## src/rtl/nest_pkg.sv

```systemverilog
// Shared definitions for the keyword-nesting checker: error codes, token
// types, lower-case keyword letters and matcher state encodings.
package nest_pkg;

    typedef enum logic [1:0] {
        ERR_NONE      = 2'd0,
        ERR_UNDERFLOW = 2'd1,
        ERR_MISMATCH  = 2'd2,
        ERR_OVERFLOW  = 2'd3
    } err_e;

    localparam logic TOK_BEGIN = 1'b0;
    localparam logic TOK_FORK  = 1'b1;

    localparam logic [7:0] CH_SPACE = 8'h20;
    localparam logic [7:0] CH_B     = 8'h62;
    localparam logic [7:0] CH_D     = 8'h64;
    localparam logic [7:0] CH_E     = 8'h65;
    localparam logic [7:0] CH_F     = 8'h66;
    localparam logic [7:0] CH_G     = 8'h67;
    localparam logic [7:0] CH_I     = 8'h69;
    localparam logic [7:0] CH_J     = 8'h6A;
    localparam logic [7:0] CH_K     = 8'h6B;
    localparam logic [7:0] CH_N     = 8'h6E;
    localparam logic [7:0] CH_O     = 8'h6F;
    localparam logic [7:0] CH_R     = 8'h72;

    typedef enum logic [3:0] {
        ST_START   = 4'd0,
        ST_SKIP    = 4'd1,
        ST_B1      = 4'd2,
        ST_B2      = 4'd3,
        ST_B3      = 4'd4,
        ST_B4      = 4'd5,
        ST_E1      = 4'd6,
        ST_E2      = 4'd7,
        ST_F1      = 4'd8,
        ST_F2      = 4'd9,
        ST_F3      = 4'd10,
        ST_J1      = 4'd11,
        ST_J2      = 4'd12,
        ST_J3      = 4'd13,
        ST_KW_DONE = 4'd14
    } match_state_e;

    // Kind of tentative action held while the matcher sits in ST_KW_DONE.
    typedef enum logic [1:0] {
        PEND_NONE = 2'd0,
        PEND_PUSH = 2'd1,
        PEND_POP  = 2'd2,
        PEND_ERR  = 2'd3
    } pend_e;

    // Fold 'A'-'Z' onto 'a'-'z'; everything else passes unchanged.
    function automatic logic [7:0] to_lower(input logic [7:0] c);
        return ((c >= 8'h41) && (c <= 8'h5A)) ? (c | 8'h20) : c;
    endfunction

endpackage

```

## src/rtl/nest_type_stack.sv

```systemverilog
// One-bit-wide LIFO holding the type of each open block. Besides push/pop it
// can undo the last push (unpush) or the last pop (unpop); unpop relies on
// pop never clearing the entry it leaves.
module nest_type_stack
    import nest_pkg::*;
#(
    parameter int MAX_DEPTH = 16,
    parameter int DEPTH_W   = $clog2(MAX_DEPTH + 1)
) (
    input  logic               clk,
    input  logic               reset,
    input  logic               push,
    input  logic               pop,
    input  logic               unpush,
    input  logic               unpop,
    input  logic               push_type,
    output logic [DEPTH_W-1:0] sp,
    output logic               top,
    output logic               empty,
    output logic               full
);

    localparam int IDX_W = (MAX_DEPTH > 1) ? $clog2(MAX_DEPTH) : 1;

    logic             mem [MAX_DEPTH];
    logic [IDX_W-1:0] wr_idx;
    logic [IDX_W-1:0] top_idx;

    // Push only happens when not full, so sp fits the entry index here.
    assign wr_idx  = IDX_W'(sp);
    assign top_idx = IDX_W'(sp - DEPTH_W'(1));

    assign empty = (sp == '0);
    assign full  = (sp == DEPTH_W'(MAX_DEPTH));
    assign top   = empty ? TOK_BEGIN : mem[top_idx];

    // Entry storage; no reset needed since reads are gated by sp.
    always_ff @(posedge clk) begin
        if (push) begin
            mem[wr_idx] <= push_type;
        end
    end

    // Stack pointer; the controller never asserts two operations at once.
    always_ff @(posedge clk or posedge reset) begin
        if (reset) begin
            sp <= '0;
        end else if (push || unpop) begin
            sp <= sp + DEPTH_W'(1);
        end else if (pop || unpush) begin
            sp <= sp - DEPTH_W'(1);
        end
    end

endmodule

```

## config.mk

```make
export PLATFORM = sky130hd
export DESIGN_NAME = nest_type_stack
export DESIGN_NICKNAME = d
export VERILOG_FILES = /design/src/rtl/nest_pkg.sv /design/src/rtl/nest_type_stack.sv
export SDC_FILE = /design/constraint.sdc
export NUM_CORES = 1
export LEC_CHECK = 0
export CAP_MARGIN = 20
export CORE_AREA = 4 4 55 57
export CTS_CLUSTER_DIAMETER = 50
export DETAILED_ROUTE_END_ITERATION = 10
export DIE_AREA = 0 0 59 61
export PLACE_DENSITY = 0.67
export SETUP_SLACK_MARGIN = 0.02
export SYNTH_ARGS = -nofsm -noshare
export SYNTH_HDL_FRONTEND = slang
export SYNTH_SLANG_ARGS = --single-unit
export TNS_END_PERCENT = 10
```

## constraint.sdc

```tcl
create_clock -name clk -period 4.01 [get_ports clk]
set_input_delay 0.802 -clock clk [delete_from_list [all_inputs] [get_ports clk]]
set_output_delay 0.802 -clock clk [all_outputs]
set_load 0.02 [all_outputs]
```

---- Word-level counts from Yosys, hierarchy flattened ----
Memory sizes are Yosys's and may differ from the RTL's.
Index checks and enable logic that the tools add are counted.
word-level totals
  register bits after elaboration ......... 5
  memory bits (writable) .................. 16
  input bits .............................. 7
  memories kept ........................... 1
cells by class
  add/sub/neg operators ................... 2
  equal/unequal tests ..................... 1
  multiplexer cells ....................... 5
  reduce and logical (&&, ||, !) cells .... 4
memory list
  name  depth  width  rd ports  clocked after memory_dff  wr ports  line                   text
  mem   16     1      1         0                         1         nest_type_stack.sv:25  logic mem [MAX_DEPTH];
operators by type and width
  kind                   number
  $mux W5                2
  $add A5 B1 Y5 const B  1
  $eq A5 B5 Y1 const B   1
  $logic_not A5 Y1       1
  $sub A5 B1 Y5 const B  1
  $mux W1                3
  $logic_or A1 B1 Y1     2
  $reduce_bool A2 Y1     1

---- Longest topological paths before layout ----
Gate-level depths: netlist (run 1).
  depth after elaboration ................. 3
  mapped depth ............................ 6
  depth with buffers taken out ............ 5

---- Least setup slack after synthesis (run 1) ----
Ideal clock, no wire load.
  path kind ............................... reg2out
  start point ............................. register sp[0]
  end point ............................... output port top
  data arrival time ....................... 1.965 ns
  data required time ...................... 3.208 ns
  slack ................................... 1.243 ns
  stages on the path, launching flop included .. 7
  buffers on the path ..................... 1
  cells stage by stage .................... dfrtp_1 > buf_6 > inv_1 > ha_1 > mux4_1 > mux4_2 > nor2b_4
between the ends
  word-level cells in the longest chain between the ends .. 3
  elaborated cells between the ends (all ways) .. 4
ends and longest elaborated chain
  item                    line                   text
  start, declared         nest_type_stack.sv:17  output logic [DEPTH_W-1:0] sp,
  start signal, assigned  nest_type_stack.sv:49  sp <= sp + DEPTH_W'(1);
  start signal, assigned  nest_type_stack.sv:51  sp <= sp - DEPTH_W'(1);
  $sub A5 B1 Y5           -
  $mem_v2 Z16 W1          -
  $mux W1 (*)             nest_type_stack.sv:35  assign top = empty ? TOK_BEGIN : mem[top_idx];
  end, declared           nest_type_stack.sv:18  output logic top,
Every way passes the cells marked *; elsewhere a longest branch is shown, timed or not.

---- Worst setup path in the final report (run 1) ----
Ends and elaborated chain as after synthesis.

==> results of run 1 <==
-- flip-flops by register name (all words and copies together) (netlist names) --
register  count
sp            5
mem          16
-- final timing paths --
kind / endpoint / slack (ps) / from / cells past startpoint
setup / recovery: top / 210 / sp[0]$_DFFE_PP0P_ / 6
hold / removal: sp[4]$_DFFE_PP0P_ / 540 / sp[4]$_DFFE_PP0P_ / 1
setup reg to reg: sp[1]$_DFFE_PP0P_ / 2330 / sp[0]$_DFFE_PP0P_ / 4
hold reg to reg: sp[4]$_DFFE_PP0P_ / 540 / sp[4]$_DFFE_PP0P_ / 1
max in group asynchronous: sp[2]$_DFFE_PP0P_ / 3150 / reset / 2
min in group asynchronous: sp[0]$_DFFE_PP0P_ / 680 / reset / 2
-- per-layer routing --
layer	track usage (%)	wire, um	vias up
li1	-	-	342
met1	16.51	892	357
met2	22.87	1055	16
met3	2.979	87	6
met4	8.091	58	0
met5	0	0	-
-- metrics by stage --
stage / total power (uW) / area, um^2 / hold WS (ps) / setup WS (ps) / cells
floorplan: 697.0 / 1134 / 580.5 / 1243 / 86
finish: 964.2 / 1326 / 541.9 / 210.8 / 132
CTS: 974.6 / 1326 / 553.0 / 186.0 / 132
detailed placement: 872.8 / 1300 / 531.7 / 541.3 / 128
global route: 1035 / 1326 / 559.8 / 26.94 / 132
global placement: 863.7 / 1300 / 515.3 / 665.9 / 128
-- cell families (layout without fill, tap and decap cells) --
family / after synthesis / after routing / synth area share [%]
and+or+nand+nor: 37 / 37 / 18.76
DFF: 21 / 21 / 53.42
buffers and inverters: 7 / 23 / 2.980
xor gates and xnor gates: 6 / 6 / 5.298
adders and majority gates: 5 / 5 / 5.519
AOI/OAI and AO/OA: 5 / 5 / 2.759
muxes: 5 / 5 / 11.26
-- power by group through the flow --
stage / Combinational (uW) / Sequential (uW) / Clock, uW
5_1_grt: 570 / 353 / 112
6_report: 519 / 344 / 101
3_5_place_dp: 524 / 349 / 0
3_3_place_gp: 517 / 346 / 0
2_1_floorplan: 349 / 348 / 0
4_1_cts: 525 / 344 / 105
-- area by class of cell --
class	count	area [um^2]
fillers	220	1151
flip-flops and latches	21	605.6
multi-input cells	58	494.2
repair buffers	15	147.6
well taps	30	37.54
clock buffers	4	26.28
inverters	4	15.01
-- synth_stat cells (2+ instances only) --
cell	count	area share, %
dfrtp_1	5	11
nand2_1	5	1.7
mux4_1	4	9.3
nand3_1	2	0.88
and2_1	12	6.6
xor2_1	4	3.1
nor3b_1	3	2.0
nor2_1	6	2.0
and3_1	2	1.1
o21ai_0	2	0.88
edfxtp_1	16	42
clkbuf_1	2	0.66
inv_1	4	1.3
nor3_1	2	0.88
ha_1	5	5.5
-- critical path: cells and delay by family (launching register included) --
kind | cells | cell delay, ps
buffers and inverters | 2 | 700
muxes | 2 | 780
DFF | 1 | 630
and+or+nand+nor | 1 | 140
adders and majority gates | 1 | 430
==> flow_metrics.py, run 1 <==
metrics = {
    "outcome": {
        "status": "completed",
    },
    "setup_path": {
        "worstPathRequired_ps": 3210,
        "crit_chain": "inv_1 -> ha_1 -> mux4_1 -> mux4_2 -> nor2b_4 -> clkdlybuf4s50_1",
        "criticalPathCategory": "reg -> out",
        "cp_slowest_cell": "dfrtp_1",
        "end_kind": "output pin",
        "arrival_ps": 3000,
        "cp_max_fo": 11,
        "crit_path_start_kind": "register",
        "max_stage_delay_ps": 630,
    },
    "detailed_routing": {
        "drtIter0Drc": 12,
        "antenna_left": 0,
        "wire_per_inst_um": 15.86,
        "first_pass_iters": 4,
        "drcViolationCount": 0,
        "wirelength_mm": 2.094,
        "post_drt_via_cell_ratio": 5.462,
        "routed-via-count": 721,
    },
    "clocking": {
        "cts-resized-gates": 0,
        "clock_path_buffers": 2,
        "clock_latency_ps": 300,
        "post_cts_buffers": 0,
        "cts-htree-levels": 1,
        "cts_hold_buf": 0,
        "cts_made_buffers": 3,
        "cts_tree": "yes",
        "root_buffer": "clkbuf_4",
        "clock_sinks": 21,
        "path_clk_slew_ps": 120,
    },
    "global_routing": {
        "grt_overflow": 0,
        "grt_pass1_wl_mm": 3.581,
        "grt_pass1_vias": 740,
        "antenna_found_initial": 0,
        "grtUsageTotal_pct": 13.77,
        "grt_start_max_net_pins": 17,
    },
    "synth": {
        "syn_area_um2": 1134,
        "synth_flop_cell": "edfxtp_1",
        "ys.warnings.count": 0,
        "synth_nets": 98,
        "ys_seq_elements": 21,
        "synth_edf_count": 16,
        "ys_types": 27,
        "syn_inst": 86,
        "yosysSeqAreaShare_pct": 53.42,
        "syn_area_per_cell_um2": 13.18,
        "ys_async_sr_fraction_pct": 23.81,
    },
    "sta": {
        "period_share_pct": 94.74,
        "fin_crit_ps": 3799,
        "setup_tns_ps": 0,
        "skew_ps": 9.310,
        "rsz0062_at_grt": "no",
        "drv_slew": 0,
        "slew_headroom_pct": 67.26,
        "max_freq_mhz": 263.2,
        "report.final.hold_viol_count": 0,
        "tightest_slew_ps": 491.1,
        "setup_violations": 0,
    },
    "floorplanning": {
        "rows": 18,
        "core_area_um2": 2477,
        "fp.dieW_um": 59,
        "io_pins": 15,
        "dieHeight_um": 61,
        "dieArea_um2": 3599,
        "start_util_pct": 45.76,
    },
    "layout": {
        "final_nets": 115,
        "final_util_pct": 53.54,
        "final_common_cell": "edfxtp_1",
        "syn_to_final_growth_pct": 17.00,
        "drive_gt1_share_pct": 7.843,
        "layout_common_cells": "edfxtp_1 (16), clkdlybuf4s50_1 (14), and2_1 (12)",
        "diodes": 0,
    },
    "pwr": {
        "p_leak_uw": 0.0005147,
        "power_switching_uw": 371.2,
        "seqPwrFrac_pct": 35.7,
        "p_clk_share_pct": 10.5,
        "p_comb_share_pct": 53.8,
        "powerDensity_nw_per_um2": 727.0,
        "ir_drop_v": 0.0004291,
        "p_sw_share_pct": 38.50,
        "internal_power_uw": 593.0,
    },
    "placed_design": {
        "place_congestion": 0.7690,
        "dpl.hpwl_mm": 1.565,
        "place.port_buffers": 14,
    },
    "job": {
        "max_cap_violations": 0,
    },
    "hold_path": {
        "hp-class": "reg -> reg",
    },
}
Power figures use the tool's default switching activity.
==> run 2: changes to the inputs <==
CELL_PAD_IN_SITES_DETAIL_PLACEMENT = 2   (was default)
CELL_PAD_IN_SITES_GLOBAL_PLACEMENT = 2   (was default)
CORE_AREA = 4 4 62 64   (was 4 4 55 57)
CTS_CLUSTER_SIZE = 8   (was default)
DIE_AREA = 0 0 66 68   (was 0 0 59 61)
PLACE_DENSITY = default   (was 0.67)
PLACE_DENSITY_LB_ADDON = 0.1   (was default)
==> flow_metrics.py, run 2 (synthesis results as in run 1) <==
metrics = {
    "outcome": {
        "status": "completed",
    },
    "clocking": {
        "clock_sinks": 21,
        "cts_hold_buf": 0,
        "cts-htree-levels": 1,
        "clock_latency_ps": 320,
        "cts_made_buffers": 3,
        "cts_tree": "yes",
        "root_buffer": "clkbuf_4",
        "path_clk_slew_ps": 130,
        "clock_path_buffers": 2,
    },
    "setup_path": {
        "crit_path_start_kind": "register",
        "cp_max_fo": 11,
        "arrival_ps": 2850,
        "worstPathRequired_ps": 3210,
        "end_kind": "output pin",
        "criticalPathCategory": "reg -> out",
    },
    "sta": {
        "max_freq_mhz": 273.5,
        "setup_violations": 0,
        "skew_ps": 4.021,
        "final.setup.worst_slack_ps": 353.9,
        "rsz0062_at_grt": "no",
        "whs_ps": 521.0,
        "report.final.hold_viol_count": 0,
        "slew_headroom_pct": 63.27,
        "drv_slew": 0,
        "tightest_slew_ps": 549.3,
        "fin_crit_ps": 3656,
        "setup_tns_ps": 0,
        "period_share_pct": 91.18,
    },
    "detailed_routing": {
        "dr_wl_met3_um": 79,
        "post_drt_via_cell_ratio": 4.824,
        "first_pass_iters": 4,
        "drtIter0Drc": 27,
        "wirelength_mm": 2.692,
        "maxUsedRoutingLayer": "met4",
        "antenna_left": 0,
        "wire_per_inst_um": 18.19,
        "wl_met1_mm": 1.266,
        "routed-via-count": 714,
        "routed-wl-met2_mm": 1.299,
        "drcViolationCount": 0,
    },
    "layout": {
        "diodes": 0,
        "multi_input_area_um2": 494.2,
        "drive_gt1_share_pct": 9.804,
        "reg_top3": "mem (16), sp (5)",
        "layout_common_cells": "edfxtp_1 (16), clkdlybuf4s50_1 (14), and2_1 (12)",
        "largest_reg_flops": 16,
        "regArea_um2": 606.8,
        "syn_to_final_growth_pct": 19.21,
        "final_common_cell": "edfxtp_1",
        "top_register": "mem",
        "final_nets": 115,
        "num-fill-cells": 352,
    },
    "floorplanning": {
        "rows": 21,
        "dieArea_um2": 4488,
        "core_area_um2": 3284,
        "start_util_pct": 34.51,
        "fp.dieW_um": 66,
        "io_pins": 15,
        "dieHeight_um": 68,
    },
    "pwr": {
        "powerDensity_nw_per_um2": 725.8,
        "p_leak_uw": 0.0005127,
        "ir_drop_v": 0.0002855,
    },
    "placed_design": {
        "dpl.hpwl_mm": 2.020,
        "pre_cts_ws_ps": 543.2,
        "place.port_buffers": 14,
        "place_congestion": 0.7430,
    },
    "global_routing": {
        "antenna_found_initial": 0,
        "grtUsageTotal_pct": 13.82,
        "grt_overflow": 0,
        "grt_start_max_net_pins": 17,
        "grt_pass1_vias": 781,
        "grt_pass1_wl_mm": 4.353,
    },
    "job": {
        "max_cap_violations": 0,
    },
    "hold_path": {
        "hp-class": "reg -> reg",
    },
}
run 2: per-layer routing:
layer / vias up / global-route usage (%)
met5: - / 0
met4: 0 / 5.330
met3: 5 / 3.284
met2: 11 / 21.90
met1: 356 / 18.37
li1: 342 / -
run 2: final timing paths:
kind	slack [ps]	cells after the start	endpoint	startpoint
worst max-delay path	350	6	top	sp[0]$_DFFE_PP0P_
worst min-delay path	520	1	sp[4]$_DFFE_PP0P_	sp[4]$_DFFE_PP0P_
worst max register to register	2490	4	sp[1]$_DFFE_PP0P_	sp[0]$_DFFE_PP0P_
worst min register to register	520	1	sp[4]$_DFFE_PP0P_	sp[4]$_DFFE_PP0P_
max in group asynchronous	3130	2	sp[0]$_DFFE_PP0P_	reset
min in group asynchronous	670	2	sp[0]$_DFFE_PP0P_	reset
run 2: timing repair:
item	in CTS	in global routing
buffers inserted	0	0
endpoints found under the setup margin	0	1
resized for setup	0	1
run 2: per-stage QoR:
stage / util (%) / area [um^2] / cells / power, uW
after floorplan: - / 1134 / 86 / 697.0
after global placement: 40.19 / 1320 / 144 / 875.9
after detailed placement: 40.19 / 1320 / 144 / 884.0
after CTS: 41.10 / 1350 / 148 / 999.7
after global routing: 41.14 / 1351 / 148 / 1061
final: 41.14 / 1351 / 148 / 980.8
run 2: power breakdown:
part           switching (uW)  leakage (uW)  internal [uW]
logic                     249      0.000297            277
registers                65.6      0.000202            279
clock network            72.5     0.0000139           38.1
run 2: cell type report:
cell class	instances	share of cell area, %
clock inverter	1	0.5556
multi-input combinational	58	36.57
inverter	4	1.111
timing repair buffer	15	10.93
sequential	21	44.91
tap	46	4.259
clock buffer	3	1.667
run 2: worst max-delay path, stage by stage, from the launching register on:
cell and delay [ps]:
dfrtp_2 530, inv_1 130, ha_1 420, mux4_1 320, mux4_2 480, nor2b_4 130, clkdlybuf4s50_1 530
==> run 3: changes to the inputs <==
CTS_BUF_LIST = sky130_fd_sc_hd__clkbuf_2 sky130_fd_sc_hd__clkbuf_4 sky130_fd_sc_hd__clkbuf_8   (was default)
==> results of run 3 <==
Same layout as run 2: the final DEF is identical, and so are final timing and power.
